## src/rtl/mha_pkg.sv

```systemverilog
// Shared definitions for the MHA datapath: feeder FSM states, default array geometry
// and the array control-line encoding understood by the MAC cells.
package mha_pkg;

    typedef enum logic [2:0] {
        IDLE,
        WCOL,
        WSHIFT,
        STREAM,
        DRAIN
    } feeder_state_t;

    localparam int DEF_BIT_WIDTH = 8;
    localparam int DEF_ROWS      = 4;
    localparam int DEF_COLS      = 4;
    localparam int DEF_CNT_W     = 8;

    // arr_control level that makes every MAC latch weight_in and clear feat/acc
    localparam logic READ_WEIGHT_DATA = 1'b1;

    // phase counter must reach ROWS+COLS-1 (longest phase is DRAIN)
    function automatic int phase_cnt_w(input int rows, input int cols);
        return $clog2(rows + cols) + 1;
    endfunction

endpackage

```

## src/rtl/mha_array_feeder_skew_line.sv

```systemverilog
// One lane of the diagonal skew: a DELAY-deep register chain carrying data plus a valid bit.
// The last stage drives the array input directly, so the lane output is always registered.
module skew_line
    import mha_pkg::*;
#(
    parameter int bit_width = DEF_BIT_WIDTH,
    parameter int DELAY     = 1
) (
    input  logic                 clk,
    input  logic                 rst_n,
    input  logic [bit_width-1:0] i_data,
    input  logic                 i_vld,
    output logic [bit_width-1:0] o_data,
    output logic                 o_vld
);

    logic [bit_width-1:0] r_data [DELAY];
    logic [DELAY-1:0]     r_vld;

    always_ff @(posedge clk or negedge rst_n) begin
        if (!rst_n) begin
            for (int k = 0; k < DELAY; k++) begin
                r_data[k] <= '0;
            end
            r_vld <= '0;
        end else begin
            r_data[0] <= i_data;
            r_vld[0]  <= i_vld;
            for (int k = 1; k < DELAY; k++) begin
                r_data[k] <= r_data[k-1];
                r_vld[k]  <= r_vld[k-1];
            end
        end
    end

    assign o_data = r_data[DELAY-1];
    assign o_vld  = r_vld[DELAY-1];

endmodule

```

## src/rtl/mha_array_feeder.sv

```systemverilog
// Feeds a weight-stationary systolic array: buffers a weight tile, shifts it in from the top
// row, streams diagonally skewed feature vectors into the left column, then flushes with zeros.
module mha_array_feeder
    import mha_pkg::*;
#(
    parameter int bit_width = DEF_BIT_WIDTH,
    parameter int ROWS      = DEF_ROWS,
    parameter int COLS      = DEF_COLS,
    parameter int CNT_W     = DEF_CNT_W
) (
    input  logic                      clk,
    input  logic                      rst_n,
    input  logic                      i_start,
    input  logic [CNT_W-1:0]          i_num_vec,
    input  logic                      i_w_valid,
    output logic                      o_w_ready,
    input  logic [COLS*bit_width-1:0] i_w_data,
    input  logic                      i_f_valid,
    output logic                      o_f_ready,
    input  logic [ROWS*bit_width-1:0] i_f_data,
    output logic                      o_arr_control,
    output logic [COLS*bit_width-1:0] o_arr_weight,
    output logic [ROWS*bit_width-1:0] o_arr_data,
    output logic [ROWS-1:0]           o_arr_vld,
    output logic                      o_busy,
    output logic                      o_done
);

    localparam int PH_W  = phase_cnt_w(ROWS, COLS);
    localparam int IDX_W = (ROWS > 1) ? $clog2(ROWS) : 1;

    feeder_state_t             r_state, w_state_next;
    logic [PH_W-1:0]           r_cnt, w_cnt_next;
    logic [CNT_W-1:0]          r_vcnt, w_vcnt_next, w_vcnt_inc;
    logic [CNT_W-1:0]          r_num_vec, w_num_vec_next;
    logic [COLS*bit_width-1:0] r_wbuf [ROWS];

    logic                      r_w_ready, r_f_ready, r_control, r_busy, r_done;
    logic [COLS*bit_width-1:0] r_weight;

    logic                      w_w_acc, w_f_acc;
    logic                      w_control_next, w_done_next;
    logic [COLS*bit_width-1:0] w_weight_next;
    logic [IDX_W-1:0]          w_widx;

    assign w_w_acc    = r_w_ready & i_w_valid;
    assign w_f_acc    = r_f_ready & i_f_valid;
    assign w_vcnt_inc = r_vcnt + 1'b1;
    // bottom row goes in first so it has been pushed furthest down after ROWS shifts
    assign w_widx     = IDX_W'(ROWS - 1) - r_cnt[IDX_W-1:0];

    always_ff @(posedge clk or negedge rst_n) begin
        if (!rst_n) begin
            r_state   <= IDLE;
            r_cnt     <= '0;
            r_vcnt    <= '0;
            r_num_vec <= '0;
        end else begin
            r_state   <= w_state_next;
            r_cnt     <= w_cnt_next;
            r_vcnt    <= w_vcnt_next;
            r_num_vec <= w_num_vec_next;
        end
    end

    always_comb begin
        w_state_next   = r_state;
        w_cnt_next     = r_cnt;
        w_vcnt_next    = r_vcnt;
        w_num_vec_next = r_num_vec;
        w_control_next = 1'b0;
        w_weight_next  = '0;
        w_done_next    = 1'b0;
        unique case (r_state)
            IDLE: begin
                if (i_start) begin
                    w_state_next   = WCOL;
                    w_cnt_next     = '0;
                    w_vcnt_next    = '0;
                    w_num_vec_next = i_num_vec;
                end
            end
            WCOL: begin
                if (w_w_acc) begin
                    if (r_cnt == PH_W'(ROWS - 1)) begin
                        w_state_next = WSHIFT;
                        w_cnt_next   = '0;
                    end else begin
                        w_cnt_next = r_cnt + 1'b1;
                    end
                end
            end
            WSHIFT: begin
                w_control_next = READ_WEIGHT_DATA;
                w_weight_next  = r_wbuf[w_widx];
                if (r_cnt == PH_W'(ROWS - 1)) begin
                    w_cnt_next   = '0;
                    w_state_next = (r_num_vec == '0) ? DRAIN : STREAM;
                end else begin
                    w_cnt_next = r_cnt + 1'b1;
                end
            end
            STREAM: begin
                // leaving on the final accept keeps the count saturated at num_vec
                if (w_f_acc) begin
                    w_vcnt_next = w_vcnt_inc;
                    if (w_vcnt_inc == r_num_vec) begin
                        w_state_next = DRAIN;
                        w_cnt_next   = '0;
                    end
                end
            end
            DRAIN: begin
                if (r_cnt == PH_W'(ROWS + COLS - 1)) begin
                    w_state_next = IDLE;
                    w_cnt_next   = '0;
                    w_done_next  = 1'b1;
                end else begin
                    w_cnt_next = r_cnt + 1'b1;
                end
            end
            default: w_state_next = IDLE;
        endcase
    end

    // handshake/busy flops load from the next state so they line up with r_state
    always_ff @(posedge clk or negedge rst_n) begin
        if (!rst_n) begin
            r_w_ready <= 1'b0;
            r_f_ready <= 1'b0;
            r_busy    <= 1'b0;
            r_done    <= 1'b0;
            r_control <= 1'b0;
            r_weight  <= '0;
            for (int k = 0; k < ROWS; k++) begin
                r_wbuf[k] <= '0;
            end
        end else begin
            r_w_ready <= (w_state_next == WCOL);
            r_f_ready <= (w_state_next == STREAM);
            r_busy    <= (w_state_next != IDLE);
            r_done    <= w_done_next;
            r_control <= w_control_next;
            r_weight  <= w_weight_next;
            if (w_w_acc) begin
                r_wbuf[r_cnt[IDX_W-1:0]] <= i_w_data;
            end
        end
    end

    generate
        for (genvar gi = 0; gi < ROWS; gi++) begin : g_lane
            logic [bit_width-1:0] w_lane_in;
            assign w_lane_in = w_f_acc ? i_f_data[gi*bit_width +: bit_width] : '0;
            skew_line #(
                .bit_width(bit_width),
                .DELAY    (gi + 1)
            ) u_skew (
                .clk   (clk),
                .rst_n (rst_n),
                .i_data(w_lane_in),
                .i_vld (w_f_acc),
                .o_data(o_arr_data[gi*bit_width +: bit_width]),
                .o_vld (o_arr_vld[gi])
            );
        end
    endgenerate

    assign o_w_ready     = r_w_ready;
    assign o_f_ready     = r_f_ready;
    assign o_busy        = r_busy;
    assign o_done        = r_done;
    assign o_arr_control = r_control;
    assign o_arr_weight  = r_weight;

endmodule

```

## config.mk

```make
export PLATFORM = sky130hd
export DESIGN_NAME = mha_array_feeder
export DESIGN_NICKNAME = d
export VERILOG_FILES = /design/src/rtl/mha_pkg.sv /design/src/rtl/mha_array_feeder_skew_line.sv /design/src/rtl/mha_array_feeder.sv
export SDC_FILE = /design/constraint.sdc
export NUM_CORES = 1
export LEC_CHECK = 0
export ABC_AREA = 1
export BUFFER_PORTS_ARGS = -buffer_cell sky130_fd_sc_hd__buf_2
export CORE_MARGIN = 5
export CORE_UTILIZATION = 57
export CTS_CLUSTER_SIZE = 16
export DETAILED_ROUTE_END_ITERATION = 7
export GPL_ROUTABILITY_DRIVEN = 0
export PLACE_DENSITY = 0.79
export RECOVER_POWER = 25
export SYNTH_ARGS = -nofsm -noshare
export SYNTH_HDL_FRONTEND = slang
export SYNTH_SLANG_ARGS = --single-unit
```

## constraint.sdc

```tcl
create_clock -name clk -period 2 [get_ports clk]
set_input_delay 0.4 -clock clk [delete_from_list [all_inputs] [get_ports clk]]
set_output_delay 0.4 -clock clk [all_outputs]
set_load 0.01 [all_outputs]
```

==> flow_summary.json <==
{
  "synthesis.area_um2": 10600,
  "p_leak_nw": 6.35,
  "die_h_um": 147,
  "post-route-period-util_pct": 90.1,
  "vias_per_cell": 5.18,
  "peakVddDrop_v": 0.000779,
  "grt_util_all_layers_pct": 21.0,
  "clock_latency_ns": 0.53,
  "drc": 0,
  "placementRows": 50,
  "synthTopCellsByArea": "dfrtp_1 (64%), o21ai_0 (9.3%), nor2_1 (6.5%), nand2_1 (6.4%), inv_1 (3.4%)",
  "rsz0062_at_grt": "false",
  "synthFlopType": "dfrtp_1",
  "grt_pass1_wl_mm": 37.6,
  "crit_type": "reg2reg",
  "synth-compound-area-share_pct": 12.3,
  "synth.distinct_cells": 34,
  "worstMarginPinSlew_ns": 1.39,
  "die-area_um2": 21500,
  "slew_violations": 0,
  "arrival_ns": 2.25,
  "fp.coreArea_um2": 18500,
  "fin_crit_ns": 1.80,
  "cp_top_family": "buffers and inverters",
  "synthAdderAreaFrac_pct": 0.588,
  "setup_viol": 0,
  "io_buffers": 149,
  "nNetsFinal": 1325,
  "async_flop_share_pct": 100,
  "maxCapViolations": 0,
  "nFillCells": 1453,
  "slowest_stage": "dfrtp_2",
  "clk_pin_slew_ns": 0.06,
  "synth.largest_area_cell": "dfrtp_1",
  "crit_chain": "buf_12, inv_2, ha_1, nand2_2, buf_4, nand2_1, o21ai_0",
  "synth_xor_area_share_pct": 0.247,
  "grt_pass1_vias": 7689,
  "drive_gt1_share_pct": 19.6,
  "synth-simple-area-share_pct": 15.4,
  "wl_mm": 22.3,
  "cp-start-kind": "register",
  "utilization_pct": 67.5,
  "hpwl_mm": 14.1,
  "cts_tree": "done",
  "synth_top_area_share_pct": 63.9,
  "initial_core_util_pct": 57.5,
  "diodes": 0,
  "vias": 7757,
  "slowest_delay_ns": 0.39,
  "cts_max_path_buffers": 3,
  "multiInputGateArea_um2": 3070,
  "critPathMaxFanout": 69,
  "worst-path-buf-inv": 3,
  "cts_root_buf": "clkbuf_16",
  "antenna_found_initial": 2,
  "placed_cell_area_um2": 11600,
  "drtIter0Drc": 473,
  "syn2layout_area_growth_pct": 17.4,
  "ys_warn_count": 0,
  "clock_skew_ns": 0.00611,
  "crit_path_end_kind": "register",
  "syn_inst": 1120,
  "maxSlewHeadroom_pct": 7.30,
  "routedWlPerCell_um": 14.9,
  "firstDrtPassIters": 5,
  "synth_top_family_by_area": "simple AND/OR/NAND/NOR gates",
  "status": "complete, no violations",
  "synthMuxAreaShare_pct": 0.212,
  "post_cts_buffers": 0,
  "ant_nets": 0,
  "fin_setup_tns_ns": 0,
  "hold_viol_final": 0,
  "h-tree-depth": 1,
  "seq_area_um2": 6810,
  "synth-seq-area-share_pct": 63.9,
  "globalRouteOverflowTotal": 0,
  "yosys_register_bits": 272,
  "die_w_um": 147,
  "finish.instance_area_um2": 12500,
  "clock.fmax_mhz": 555,
  "cts_buffers": 27,
  "avgSynthCellArea_um2": 9.51,
  "critical_path_required_ns": 2.44,
  "hold_class": "in2reg",
  "synth_edf_count": 0,
  "power_per_cell_area_nw_per_um2": 1070,
  "synth_nets": 1202,
  "cts_sinks": 272,
  "grt_max_degree": 70,
  "io_pins": 150
}
## worst register-to-register path: cells and delay by family, from the launching register on
family	cells	cell delay, ns
simple gates	2	0.19
buf+inv	3	0.81
flops	1	0.39
fa+ha+maj	1	0.24
compound gates	1	0.09
## flip-flops by register name, indices dropped and copies added, names as in the netlist, 4 cells and up
name                  count
r_wbuf                  128
g_lane.u_skew.r_data     48
g_lane.u_skew.o_data     32
o_arr_weight             32
r_num_vec                 8
r_vcnt                    8
g_lane.u_skew.r_vld       4
r_cnt                     4
## kinds of logic (layout without fill, tap and decap cells)
| logic type | count (synthesis) | after routing |
|---|---|---|
| adder cells (fa/ha/maj) | 5 | 5 |
| flip-flops | 272 | 272 |
| XOR/XNOR | 3 | 3 |
| buffers and inverters | 179 | 323 |
| AND/OR/NAND/NOR | 407 | 407 |
| AO/OA/AOI/OAI | 252 | 252 |
| multiplexers | 2 | 2 |
## per-layer routing
metal  part of all wire [%]  up-vias  GRT usage, %
met2                     50      212          35.4
met1                     41     3721          27.9
met4                    2.3        4          5.93
met5                  0.094        -             0
li1                       -     3776             -
met3                    6.1       44          4.25
## synthesized netlist by cell type (all sizes together), types with 5 or more instances
library cell / count
nor2: 190
o22ai: 6
buf: 36
clkbuf: 44
o21ai: 200
dfrtp: 272
nor3: 7
a21oi: 39
nand3: 23
nand2: 186
inv: 99
ha: 5
## placed cells by master, fill, tap and decap left out, types with 4 or more instances in the layout
master / n
buf_4: 15
nand3_1: 19
nand2_1: 177
buf_2: 148
a21oi_1: 38
clkbuf_16: 27
nand2_2: 7
nor2_2: 6
nor2_1: 183
bufinv_16: 4
clkbuf_1: 7
dfrtp_1: 270
inv_1: 97
buf_12: 7
o21ai_0: 198
ha_1: 5
nor3_1: 5
nand3_2: 4
clkbuf_8: 4
o22ai_1: 6
clkinv_2: 6
## area by class of cell
class / instances / share of cell area (%)
repair buffers: 174 / 8.25
clock buffers: 38 / 6.06
inverters: 99 / 2.97
flip-flops and latches: 272 / 54.5
well taps: 234 / 2.34
multi-input cells: 669 / 24.6
clock inverters: 12 / 1.33
## path summary, 6_finish.rpt
path	cells past startpoint	endpoint	slack [ns]	from
worst max-delay path	7	r_wbuf[123]	0.20	r_cnt[0]
worst min-delay path	3	g_lane[2].u_skew.r_data[16]	0.07	i_f_data[16]
worst max register to register	7	r_wbuf[123]	0.20	r_cnt[0]
worst min register to register	0	g_lane[1].u_skew.o_data[7]	0.34	g_lane[1].u_skew.r_data[15]
max in group asynchronous	3	r_cnt[1]	0.30	rst_n
min in group asynchronous	2	r_vcnt[2]	0.73	rst_n
## what timing repair did
action	CTS	global route
resized for setup	0	2
endpoints found under the hold margin	44	0
hold buffers	1	0
endpoints found under the setup margin	0	8
## through the flow
| step | hold WS, ns | power (mW) | instances | setup WS (ns) |
|---|---|---|---|---|
| final | 0.0718 | 13.4 | 1498 | 0.199 |
| after detailed placement | 0.335 | 8.29 | 1447 | 0.179 |
| after floorplan | 0.104 | 7.65 | 1120 | 0.195 |
| after global routing | 0.0564 | 14.1 | 1498 | 0.00910 |
| after global placement | 0.331 | 8.20 | 1447 | 0.244 |
| after CTS | 0.0551 | 13.5 | 1498 | 0.171 |
## where the power goes
| part | internal [mW] | switching [mW] |
|---|---|---|
| Sequential | 6.04 | 0.272 |
| Combinational | 0.665 | 1.21 |
| Clock | 3.15 | 2.02 |
| Total | 9.86 | 3.50 |
No activity file was read; power rests on OpenSTA's default activity.
